**src/rtl/bus_pkg.sv**
```systemverilog
// Shared D-bus transfer encodings used by every slave on the interconnect.
package bus_pkg;
  typedef enum logic {READ = 1'b0, WRITE = 1'b1} ttype_t;
  typedef enum logic [1:0] {BYTE = 2'd0, HALFWORD = 2'd1, WORD = 2'd2} tsize_t;
endpackage

```
**src/rtl/uart_pkg.sv**
```systemverilog
// UART register map, status bit positions and transmitter state encoding.
package uart_pkg;
  localparam logic [1:0] REG_TXDATA  = 2'd0;
  localparam logic [1:0] REG_STATUS  = 2'd1;
  localparam logic [1:0] REG_BAUDDIV = 2'd2;
  localparam logic [1:0] REG_CTRL    = 2'd3;

  localparam int ST_READY = 0;
  localparam int ST_FULL  = 1;
  localparam int ST_EMPTY = 2;
  localparam int ST_BUSY  = 3;
  localparam int ST_OVF   = 4;

  typedef enum logic [1:0] {IDLE = 2'd0, START = 2'd1, DATA = 2'd2, STOP = 2'd3} tx_state_t;
endpackage

```
**src/rtl/sync_fifo.sv**
```systemverilog
// Show-ahead synchronous FIFO; a push while full is accepted only if a pop happens in the same cycle.
module sync_fifo #(
  parameter int WIDTH = 8,
  parameter int DEPTH = 8
) (
  input  logic                     clk,
  input  logic                     rst,
  input  logic                     push_i,
  input  logic [WIDTH-1:0]         wdata_i,
  input  logic                     pop_i,
  output logic [WIDTH-1:0]         rdata_o,
  output logic                     full_o,
  output logic                     empty_o,
  output logic [$clog2(DEPTH):0]   count_o
);
  localparam int AW = $clog2(DEPTH);

  logic [AW:0]      wptr_q, rptr_q;
  logic [WIDTH-1:0] mem_q [DEPTH];
  logic             do_push, do_pop;

  // Extra pointer MSB distinguishes full from empty when the indices match.
  assign empty_o = (wptr_q == rptr_q);
  assign full_o  = (wptr_q[AW] != rptr_q[AW]) && (wptr_q[AW-1:0] == rptr_q[AW-1:0]);
  assign count_o = wptr_q - rptr_q;
  assign rdata_o = mem_q[rptr_q[AW-1:0]];

  assign do_pop  = pop_i && !empty_o;
  assign do_push = push_i && (!full_o || do_pop);

  always_ff @(posedge clk or posedge rst) begin
    if (rst) begin
      wptr_q <= '0;
      rptr_q <= '0;
    end else begin
      if (do_push) wptr_q <= wptr_q + 1'b1;
      if (do_pop)  rptr_q <= rptr_q + 1'b1;
    end
  end

  always_ff @(posedge clk) begin
    if (do_push) mem_q[wptr_q[AW-1:0]] <= wdata_i;
  end
endmodule

```
**src/rtl/dbus_uart_tx.sv**
```systemverilog
// D-bus slave UART transmitter: register decode, baud engine and 8N1 serialiser fed from a byte FIFO.
module dbus_uart_tx #(
  parameter int          FIFO_DEPTH  = 8,
  parameter logic [15:0] DEFAULT_DIV = 16'd867
) (
  input  logic        clk,
  input  logic        rst,
  input  logic        ss,
  input  logic        bstart,
  input  logic [31:0] addr,
  input  logic        ttype,
  input  logic [1:0]  tsize,
  input  logic [31:0] wdata,
  output logic [31:0] rdata,
  output logic        bdone,
  output logic        txd,
  output logic        irq
);
  import bus_pkg::*;
  import uart_pkg::*;

  localparam int CW = $clog2(FIFO_DEPTH) + 1;

  logic        acc, is_wr, wr_en, fifo_push, fifo_pop;
  logic        fifo_full, fifo_empty, busy, tick;
  logic [1:0]  reg_sel;
  logic [7:0]  fifo_rdata;
  logic [CW-1:0] fifo_count;
  logic [31:0] rd_val;

  logic        bdone_q, ie_q, ovf_q, irq_q;
  logic [31:0] rdata_q;
  logic [15:0] div_q;

  tx_state_t   state_q, state_d;
  logic [15:0] cnt_q, cnt_d;
  logic [7:0]  shift_q, shift_d;
  logic [2:0]  bit_q, bit_d;

  logic unused_bits;
  assign unused_bits = ^{addr[31:4], addr[1:0], tsize, wdata[31:16], fifo_count};

  assign acc       = bstart && ss;
  assign is_wr     = (ttype_t'(ttype) == WRITE);
  assign wr_en     = acc && is_wr;
  assign reg_sel   = addr[3:2];
  assign fifo_push = wr_en && (reg_sel == REG_TXDATA);
  assign tick      = (cnt_q == 16'd0);

  sync_fifo #(.WIDTH(8), .DEPTH(FIFO_DEPTH)) u_fifo (
    .clk     (clk),
    .rst     (rst),
    .push_i  (fifo_push),
    .wdata_i (wdata[7:0]),
    .pop_i   (fifo_pop),
    .rdata_o (fifo_rdata),
    .full_o  (fifo_full),
    .empty_o (fifo_empty),
    .count_o (fifo_count)
  );

  always_comb begin
    rd_val = '0;
    case (reg_sel)
      REG_STATUS: begin
        rd_val[ST_READY] = !fifo_full;
        rd_val[ST_FULL]  = fifo_full;
        rd_val[ST_EMPTY] = fifo_empty;
        rd_val[ST_BUSY]  = busy;
        rd_val[ST_OVF]   = ovf_q;
      end
      REG_BAUDDIV: rd_val[15:0] = div_q;
      REG_CTRL:    rd_val[0]    = ie_q;
      default:     rd_val       = '0;
    endcase
  end

  // Every accepted transfer completes on the following cycle; writes take effect at acceptance.
  always_ff @(posedge clk or posedge rst) begin
    if (rst) begin
      bdone_q <= 1'b0;
      rdata_q <= '0;
      div_q   <= DEFAULT_DIV;
      ie_q    <= 1'b0;
      ovf_q   <= 1'b0;
      irq_q   <= 1'b0;
    end else begin
      bdone_q <= acc;
      rdata_q <= (acc && !is_wr) ? rd_val : '0;
      if (wr_en && reg_sel == REG_BAUDDIV) div_q <= wdata[15:0];
      if (wr_en && reg_sel == REG_CTRL)    ie_q  <= wdata[0];
      if (fifo_push && fifo_full && !fifo_pop)
        ovf_q <= 1'b1;
      else if (wr_en && reg_sel == REG_STATUS && wdata[ST_OVF])
        ovf_q <= 1'b0;
      irq_q <= ie_q && fifo_empty && !busy;
    end
  end

  assign bdone = bdone_q;
  assign rdata = rdata_q;
  assign irq   = irq_q;

  always_ff @(posedge clk or posedge rst) begin
    if (rst) begin
      state_q <= IDLE;
      cnt_q   <= '0;
      shift_q <= '0;
      bit_q   <= '0;
    end else begin
      state_q <= state_d;
      cnt_q   <= cnt_d;
      shift_q <= shift_d;
      bit_q   <= bit_d;
    end
  end

  // The divisor is sampled only on counter reload, so BAUDDIV writes never stretch a bit in flight.
  always_comb begin
    state_d  = state_q;
    cnt_d    = cnt_q;
    shift_d  = shift_q;
    bit_d    = bit_q;
    fifo_pop = 1'b0;
    case (state_q)
      IDLE: begin
        if (!fifo_empty) begin
          fifo_pop = 1'b1;
          shift_d  = fifo_rdata;
          cnt_d    = div_q;
          state_d  = START;
        end
      end
      START: begin
        if (tick) begin
          cnt_d   = div_q;
          bit_d   = 3'd0;
          state_d = DATA;
        end else begin
          cnt_d = cnt_q - 16'd1;
        end
      end
      DATA: begin
        if (tick) begin
          cnt_d   = div_q;
          shift_d = {1'b0, shift_q[7:1]};
          bit_d   = bit_q + 3'd1;
          if (bit_q == 3'd7) state_d = STOP;
        end else begin
          cnt_d = cnt_q - 16'd1;
        end
      end
      STOP: begin
        if (tick) begin
          if (!fifo_empty) begin
            fifo_pop = 1'b1;
            shift_d  = fifo_rdata;
            cnt_d    = div_q;
            state_d  = START;
          end else begin
            state_d = IDLE;
          end
        end else begin
          cnt_d = cnt_q - 16'd1;
        end
      end
      default: state_d = IDLE;
    endcase
  end

  always_comb begin
    txd  = 1'b1;
    busy = (state_q != IDLE);
    case (state_q)
      START:   txd = 1'b0;
      DATA:    txd = shift_q[0];
      default: txd = 1'b1;
    endcase
  end
endmodule

```
**config.mk**
```make
export PLATFORM = sky130hd
export DESIGN_NAME = dbus_uart_tx
export DESIGN_NICKNAME = d
export VERILOG_FILES = /design/src/rtl/bus_pkg.sv /design/src/rtl/uart_pkg.sv /design/src/rtl/sync_fifo.sv /design/src/rtl/dbus_uart_tx.sv
export SDC_FILE = /design/constraint.sdc
export NUM_CORES = 1
export LEC_CHECK = 0
export CAP_MARGIN = 20
export CORE_ASPECT_RATIO = 0.9
export CORE_MARGIN = 4
export CORE_UTILIZATION = 25
export CTS_CLUSTER_SIZE = 25
export DETAILED_ROUTE_END_ITERATION = 6
export HOLD_SLACK_MARGIN = 0.15
export SLEW_MARGIN = 10
export SYNTH_ARGS = -nofsm -noshare
export SYNTH_HDL_FRONTEND = slang
export SYNTH_SLANG_ARGS = --single-unit
```
**constraint.sdc**
```tcl
create_clock -name clk -period 7.9 [get_ports clk]
set_input_delay 1.58 -clock clk [delete_from_list [all_inputs] [get_ports clk]]
set_output_delay 1.58 -clock clk [all_outputs]
set_load 0.03 [all_outputs]
```
==> impl_metrics.yaml <==
status:
  status: "finished, final reports clean"
critical_path:
  crit_slowest_cell: "clkdlybuf4s50_1"
  crit_type: "flop to primary output"
  startpoint: "state_q[0]"
  cp_cell_sequence: "inv_1 -> ha_1 -> mux2i_1 -> clkdlybuf4s50_1"
  r2r_slack_ns: 4.52
  cp-start-kind: "flop"
  worstPathArrival_ns: 2.66
  reg2regPathDepth: 6
  cp_max_fo: 23
  endpoint: "txd"
  rr_startpoint: "state_q[0]"
  r2r-end: "u_fifo.mem_q[5][6]"
  max_stage_delay_ns: 0.72
  endpoint_kind: "primary output"
  cp.required_ns: 6.32
layout:
  most-common-layout-cells: "dfrtp_1 (67), edfxtp_1 (64), clkdlybuf4s50_1 (41)"
  nFillCells: 2457
  nets: 590
  mostFrequentLayoutCell: "dfrtp_1"
  fin_area_mm2: 0.00757
  drive_above_1_share: 0.188
  n_antenna_cell: 0
  areaGrowthSynthToFinish_pct: 20.6
global_routing:
  grt_pass1_vias: 3921
  grt_max_degree: 74
  antenna_found_initial: 0
  grtUsageTotal: 0.102
  grt_pass1_wl_mm: 21.9
  overflow: 0
cts:
  numCtsBuffers: 17
  cts_resized: 0
  cts_root_buffer: "clkbuf_16"
  cts.path.max_buffers: 2
  postCtsHoldBufs: 0
  cts_tree: "done"
  worstSkewPairLatency_ns: 0.42
  htree_levels: 4
  cts_setup_buffers: 0
  clk_pin_slew_ns: 0.06
  cts.sinks: 137
power_and_ir_drop:
  p_switching_mw: 0.954
  p_comb_frac: 0.341
  clkPwrFrac: 0.285
  leakage_nw: 2.96
  power.share.switching: 0.356
  seqPwrFrac: 0.374
  vdd_ir_drop_max_uv: 161
  p_int_mw: 1.73
  power.density_mw_per_mm2: 354
floorplan:
  dieArea_mm2: 0.0277
  initial_core_util: 0.257
  core_mm2: 0.0245
  dieWidth_um: 175
  fp.dieH_um: 158
  io_pins: 106
  rows: 54
detailed_routing:
  num_vias: 3907
  detail-route-antenna-nets: 0
  drt_wl_total_mm: 13.4
  avgViaCountPerCell: 4.59
  drtIter0Drc: 309
  drc: 0
  first_pass_iters: 4
  wl_per_cell_um: 15.8
sta:
  worstMarginPinSlew_ns: 1.06
  rsz0062_at_grt: "false"
  final-hold-violation-count: 0
  drv_slew: 0
  relSlewSlack: 0.293
  min_period_ns: 4.24
  period_share: 0.537
  finalSetupTns_ns: 0
  fmax_ghz: 0.236
  holdWs_ns: 0.482
  clock_skew_ns: 0.00776
  setup_ws_ns: 3.66
  finalSetupViolCount: 0
synthesis:
  synth_ff_type: "dfrtp_1"
  synth-seq-cells: 137
  avgSynthCellArea_um2: 13.7
  syn_area_mm2: 0.00628
  ys_async_sr_fraction: 0.533
  ys_seq_area_frac: 0.598
  synth.distinct_cells: 53
  synthCells: 459
  synth_edf_count: 64
  yosys_warnings: 0
hold_path:
  hold_class: "flop to flop"
placed_design:
  hpwl_mm: 9.29
  place_area_mm2: 0.00699
  gp_congestion: 0.792
  io_buffers: 41
  dp_slack_ns: 3.98
flow_run:
  maxCapViolations: 0
-- registers in the layout (all words and copies together) (netlist names) --
| name | cells |
|---|---|
| ovf_q | 1 |
| u_fifo.mem_q | 64 |
| ie_q | 1 |
| shift_q | 8 |
| bdone | 1 |
| bit_q | 3 |
| irq | 1 |
| div_q | 16 |
| rdata | 16 |
| u_fifo.wptr_q | 4 |
| state_q | 2 |
| u_fifo.rptr_q | 4 |
| cnt_q | 16 |
-- stage by stage --
stage / std cells / util / power (mW)
floorplan: 474 / - / 1.72
global placement: 819 / 0.286 / 1.89
detailed placement: 819 / 0.286 / 1.92
CTS: 851 / 0.310 / 2.70
global route: 851 / 0.310 / 2.85
finish: 851 / 0.310 / 2.68
-- power by group through the flow --
stage	clock network, mW	logic (mW)	registers, mW
3_3_place_gp	0	0.881	1.01
3_5_place_dp	0	0.909	1.01
5_1_grt	0.815	1.02	1.02
4_1_cts	0.781	0.914	1.00
2_1_floorplan	0	0.786	0.937
6_report	0.764	0.913	1.00
-- worst min-delay path by stage --
stage,startpoint,endpoint,slack (ns),cells past startpoint
global route,u_fifo.wptr_q[3],u_fifo.wptr_q[3],0.51,1
global placement,shift_q[6],shift_q[6],0.47,2
floorplan,shift_q[7],shift_q[7],0.45,2
finish,shift_q[3],shift_q[3],0.48,2
CTS,shift_q[1],shift_q[1],0.49,2
detailed placement,shift_q[1],shift_q[1],0.48,2
-- synth_stat cells (2+ instances only) --
| cell | instances | area (µm²) |
|---|---|---|
| o21ai_2 | 3 | 26.3 |
| nor4_1 | 7 | 43.8 |
| or4_1 | 3 | 22.5 |
| o21ai_0 | 18 | 90.1 |
| ha_1 | 17 | 213 |
| o22ai_1 | 4 | 25.0 |
| buf_2 | 4 | 20.0 |
| buf_4 | 17 | 128 |
| a221o_1 | 13 | 130 |
| or4_4 | 4 | 45.0 |
| mux2i_1 | 11 | 110 |
| nor4_4 | 2 | 42.5 |
| nor3_1 | 14 | 70.1 |
| nor3b_1 | 2 | 15.0 |
| dfstp_2 | 6 | 158 |
| a22o_1 | 6 | 52.6 |
| and3_1 | 13 | 81.3 |
| nand2_1 | 21 | 78.8 |
| nand4_1 | 2 | 12.5 |
| edfxtp_1 | 64 | 1920 |
| nand3_1 | 2 | 10.0 |
| o211a_1 | 2 | 20.0 |
| mux2_2 | 20 | 225 |
| or3_1 | 5 | 31.3 |
| nand2b_1 | 3 | 18.8 |
| xnor2_1 | 10 | 87.6 |
| and2_1 | 2 | 12.5 |
| inv_1 | 13 | 48.8 |
| a22oi_1 | 4 | 30.0 |
| xor2_1 | 3 | 26.3 |
| o211ai_1 | 3 | 22.5 |
| a21oi_1 | 15 | 75.1 |
| or2_2 | 3 | 18.8 |
| o31ai_1 | 3 | 22.5 |
| clkbuf_1 | 16 | 60.1 |
| mux4_2 | 16 | 360 |
| dfrtp_1 | 67 | 1680 |
| nor2_1 | 26 | 97.6 |
-- final cells by class --
class                      count  area (µm²)  area share
clock inverter                14         149      0.0197
sequential                   137        3760       0.496
inverter                      13        48.8     0.00645
multi-input combinational    285        2300       0.304
tap                          336         420      0.0555
clock buffer                  18         429      0.0567
timing repair buffer          48         463      0.0611
-- per-layer routing --
metal  share of wire  wire length, µm  global-route usage
met5               0                0                   0
met4           0.014              192              0.0370
met3           0.046              616              0.0297
met2            0.48             6470               0.161
met1            0.46             6140               0.135
-- worst max-delay path, delay by kind of cell, from the launching register on --
kind,cells,cell delay [ns]
flops,1,0.44
fa+ha+maj,1,0.67
mux,1,0.28
buf+inv,2,0.86
-- cell families (layout without fill, tap and decap cells) --
family	count (synthesis)	after routing	share of synthesized area
AOI/OAI and AO/OA	77	77	0.0907
xor gates and xnor gates	13	13	0.0181
adders and majority gates	17	17	0.0339
buffers and inverters	52	93	0.0433
DFF	137	137	0.598
muxes	47	47	0.111
other	1	16	0.000598
and+or+nand+nor	115	115	0.104
No activity file was read; power rests on OpenSTA's default activity.
==> edit 1, RTL diff (config.mk and constraints unchanged) <==
Set the parameter `FIFO_DEPTH` to 16 (it was 8).
--- a/src/rtl/dbus_uart_tx.sv
+++ b/src/rtl/dbus_uart_tx.sv
@@ -1,6 +1,6 @@
 // D-bus slave UART transmitter: register decode, baud engine and 8N1 serialiser fed from a byte FIFO.
 module dbus_uart_tx #(
-  parameter int          FIFO_DEPTH  = 8,
+  parameter int          FIFO_DEPTH  = 16,
   parameter logic [15:0] DEFAULT_DIV = 16'd867
 ) (
   input  logic        clk,
Check against the original RTL: same outputs for any inputs over 4 cycles, from zero or initial values and one cycle with rst high; that may be too few to reach the edited logic, so the function may still have changed.
==> edit 1 against the original RTL <==
  * Total power up 35%
  * Global-route usage down 0.24 points
  * Sequential cell count up 66
  * Synthesized area up 47%
  * Setup slack worse by 0.26 ns
  * Final area up 42%
  * Wire length up 51%
  * Non-clock buffer count up 1
  * Critical path type unchanged
==> edit 1: results (changes against the original RTL) <==
| Metric | Value |
|---|---|
| Status | `finished clean` |
| Nets | `779 (+32%)` |
| TritonCTS Buffers | `20 (+3)` |
| 1st-pass router iterations | `5 (+1)` |
| Routed via count | `5429 (+39%)` |
| Crit-path slowest cell | `ha_1` |
| Startpoint of the worst hold path | `shift_q[2]` |
| Global-route wire length before repair | `31300 µm (+43%)` |
| WL met2 | `8920 µm (+38%)` |
| Hold Slack | `0.478 ns (-0.00368 ns)` |
| Worst EP arrival | `2.92 ns (+0.26 ns)` |
| Leakage | `3.96 nW (+34%)` |
| Register area share after synthesis | `0.619 (+0.0204)` |
| Top FF cell, synth | `edfxtp_1` |
| Ys async rst share | `0.369 (-0.163)` |
| Tot GR Track Use | `0.0995 (-0.00236)` |
| DR WL met3 | `1270 µm (+110%)` |
| Fillcell total | `3672 (+49%)` |
| Reg-to-Reg Start | `u_fifo.rptr_q[0]` |
| Slew HR | `0.355 (+0.0624)` |
| GPL Wtd Cong | `0.792 (about the same)` |
| Highest ir drop seen on vdd | `0.163 mV (+1.0%)` |
| Wl on met1 | `9880 µm (+61%)` |
| H-tree depth | `1 (-3)` |
| Reg-to-reg slack, setup | `4.47 ns (-0.05 ns)` |
| Clk Latency, worst-skew pair | `0.52 ns (+0.10 ns)` |
| Vias in the first global route | `5229 (+33%)` |
| Initial drt markers | `460 (+49%)` |
| Layout cell share with drive strength beyond 1 | `0.148 (-0.0402)` |
| Slowest stage delay, CP | `0.77 ns (+0.05 ns)` |
| Final Skew | `0.0207 ns (+0.0129 ns)` |
## edit 1: cell count changes in the layout (fill, tap and decap cells not counted), sizes merged, moves of 13 or more
cell | before | now
and3 | 13 | 30
mux4 | 16 | 33
nor2 | 26 | 45
a221o | 13 | 0
edfxtp | 64 | 128
nand2 | 21 | 39
## edit 1: per-layer routing
metal,up-vias,GRT usage
li1,2526,-
met1,2745,0.150
met2,137,0.148
met3,21,0.0263
met4,0,0.0130
met5,-,0
## edit 1: stage by stage
stage | cells | setup slack, ns | utilization | instance area, µm²
2_1_floorplan | 675 | 4.42 | - | 9310
3_3_place_gp | 1141 | 3.57 | 0.277 | 10100
3_5_place_dp | 1141 | 3.55 | 0.277 | 10100
4_1_cts | 1176 | 3.27 | 0.294 | 10700
5_1_grt | 1178 | 3.16 | 0.295 | 10700
6_report | 1178 | 3.40 | 0.295 | 10700
## edit 1: cell type report
type	instances	area, µm²	area share
Inverter	17	65.1	0.00607
Clock inverter	7	87.6	0.00817
Timing Repair Buffer	49	477	0.0445
Sequential cell	203	5730	0.535
Tap cell	476	596	0.0556
Multi-Input combinational cell	398	3220	0.300
Clock buffer	28	541	0.0504
## edit 1: logic make-up (layout without fill, tap and decap cells)
family,after synthesis,count (layout),synth area share
and+or+nand+nor,164,164,0.0914
DFF,203,203,0.619
buffers and inverters,74,101,0.0393
xor gates and xnor gates,23,23,0.0226
AOI/OAI and AO/OA,108,108,0.0808
other,1,16,0.000405
muxes,68,68,0.121
adders and majority gates,19,19,0.0257
## edit 1: worst min path at each step
stage,endpoint,cells past startpoint
after floorplan,ovf_q,2
after global placement,shift_q[5],2
after detailed placement,shift_q[2],2
after CTS,shift_q[2],2
after global routing,shift_q[0],2
final,shift_q[2],2
## edit 1: power breakdown
part	switching, mW	internal [mW]
sequential	0.131	1.25
combinational	0.761	0.549
clock	0.406	0.517
total	1.30	2.32
## edit 1: worst register-to-register path, cell delays in order, from the launching register on
cell and delay (ns):
dfrtp_2 0.34, buf_4 0.55, xor2_1 0.24, nor4_4 0.58
nand2_1 0.67, o221ai_1 0.52, clkbuf_4 0.30, o21ai_0 0.12
==> edit 2, RTL diff (same settings) <==
Made on the original files. `shift_q` no longer has a reset.
--- a/src/rtl/dbus_uart_tx.sv
+++ b/src/rtl/dbus_uart_tx.sv
@@ -105,14 +105,16 @@
     if (rst) begin
       state_q <= IDLE;
       cnt_q   <= '0;
-      shift_q <= '0;
       bit_q   <= '0;
     end else begin
       state_q <= state_d;
       cnt_q   <= cnt_d;
-      shift_q <= shift_d;
       bit_q   <= bit_d;
     end
+  end
+
+  always_ff @(posedge clk) begin
+    shift_q <= shift_d;
   end
 
   // The divisor is sampled only on counter reload, so BAUDDIV writes never stretch a bit in flight.
Behaviour: same outputs for any inputs over 4 cycles, from zero or initial values and one cycle with rst high; that may be too few to reach the edited logic, so the function may still have changed.
==> edit 2 against the original RTL <==
  * Sequential share of layout area decreased by 1.0 points
  * Count of clock-buffer cells in the layout unchanged
  * Worst hold slack improved by 0.017 ns
  * Sequential cell count unchanged
  * First-iteration DRC count increased by 18%
  * Final area increased by 3.1%
  * Synthesized cell count increased by 5.7%
  * Setup slack improved by 0.16 ns
  * Die area increased by 3.2%
  * Total power increased by 4.8%
  * Wire length increased by 7.9%
  * Non-clock buffer count increased by 1
  * Synthesized area increased by 3.3%
==> edit 2: results (changes against the original RTL) <==
| Metric | Value |
|---|---|
| Global-route wire length before repair | `23500 µm (+7.4%)` |
| Reg-to-Reg Start | `u_fifo.rptr_q[1]` |
| 1st-pass router iterations | `5 (+1)` |
| Worst R2R Path Depth | `5 (-1)` |
| WL met2 | `6550 µm (+1.2%)` |
| Drt total wl | `14500 µm (+7.9%)` |
| Area contributors post-synth | `edfxtp_1 (33%), dfrtp_1 (23%), mux2_2 (3.5%), mux4_2 (3.5%), ha_1 (3.1%)` |
| Layout cell share with drive strength beyond 1 | `0.172 (-0.0164)` |
| Fraction of the mapped netlist area in adder cells | `0.0309 (-0.00302)` |
| Routed via count | `4082 (+4.5%)` |
| Final Skew | `0.00868 ns (+0.000919 ns)` |
| DR WL met3 | `568 µm (-7.8%)` |
| Initial drt markers | `366 (+18%)` |
| Hold-critical path depth | `1 (-1)` |
| Leakage | `3.03 nW (+2.5%)` |
| Diode count | `0 (unchanged)` |
| Register area share after synthesis | `0.585 (-0.0130)` |
| Top Family by Delay on Critical Path | `buffers and inverters` |
| Startpoint of the worst hold path | `u_fifo.rptr_q[3]` |
| EDFF count, synth | `72 (+13%)` |
| Critical path peak fanout | `18 (-22%)` |
| Vias per cell | `4.62 (+0.69%)` |
| Ys async rst share | `0.474 (-0.0584)` |
| Post-synthesis mux area share | `0.117 (+0.00648)` |
| Total placed cells including tap cells | `851 (+3.9%)` |
| Slew HR | `0.297 (+0.00376)` |
| Dpl hpwl | `10100 µm (+8.3%)` |
| Nets | `616 (+4.4%)` |
| Wl on met1 | `7170 µm (+17%)` |
| Tot GR Track Use | `0.106 (+0.00385)` |
| Worst slack, placed | `3.55 ns (-0.430 ns)` |
| Final critical-path share of the clock period | `0.516 (-0.0202)` |
| Vias in the first global route | `3968 (+1.2%)` |
| Top FF cell, synth | `edfxtp_1` |
| Reg-to-reg slack, setup | `4.68 ns (+0.16 ns)` |
| Synth Area in Compound Gates | `0.0940 (+0.00327)` |
| Distinct cells, synth | `67 (+26%)` |
| Slowest stage delay, CP | `0.64 ns (-0.08 ns)` |
| Largest net degree at the start of global routing | `66 (-11%)` |
| Xor/xnor cell area share of the yosys netlist | `0.0201 (+0.00193)` |
| Average instance area after synthesis | `13.4 µm² (-2.2%)` |
| List of most frequent post-synthesis cells | `edfxtp_1 (72), dfrtp_1 (59), nor2_1 (35), nand2_1 (28), mux2_2 (20)` |
| GPL Wtd Cong | `0.831 (+5.0%)` |
| Fillcell total | `2582 (+5.1%)` |
| Reg-to-reg endpoint | `u_fifo.mem_q[6][5]` |
| Status | `finished clean` |
| Initial antenna violation count | `0 (unchanged)` |
| Worst EP arrival | `2.50 ns (-0.16 ns)` |
| Highest ir drop seen on vdd | `0.163 mV (+1.3%)` |
| Met1 usage | `0.155 (+0.0206)` |
| Met3 usage | `0.0242 (-0.00544)` |
| GRT met2 Usage | `0.154 (-0.00704)` |
| Hold Slack | `0.498 ns (+0.0166 ns)` |
| Hold endpoint | `u_fifo.rptr_q[3]` |
| Hold Crit Class | `reg -> reg` |
==> edit 2: cell count changes in the layout (fill, tap and decap cells not counted), moves of 7 or more <==
cell / change
a221o_1: -9
nor2_1: +9
dfrtp_1: -8
edfxtp_1: +8
nand2_1: +7
nand3_1: +7
==> edit 2: layout make-up <==
| cell class | count | area, µm² | share of cell area |
|---|---|---|---|
| Timing Repair Buffer | 49 | 468 | 0.0599 |
| Clock buffer | 18 | 429 | 0.0550 |
| Clock inverter | 13 | 168 | 0.0215 |
| Inverter | 12 | 45.0 | 0.00577 |
| Multi-Input combinational cell | 312 | 2470 | 0.317 |
| Tap cell | 342 | 428 | 0.0548 |
| Sequential cell | 137 | 3800 | 0.486 |
==> edit 2: where the power goes <==
part	switching, mW	leakage, nW	internal [mW]
combinational	0.566	1.25	0.415
clock	0.304	0.288	0.498
sequential	0.136	1.49	0.890
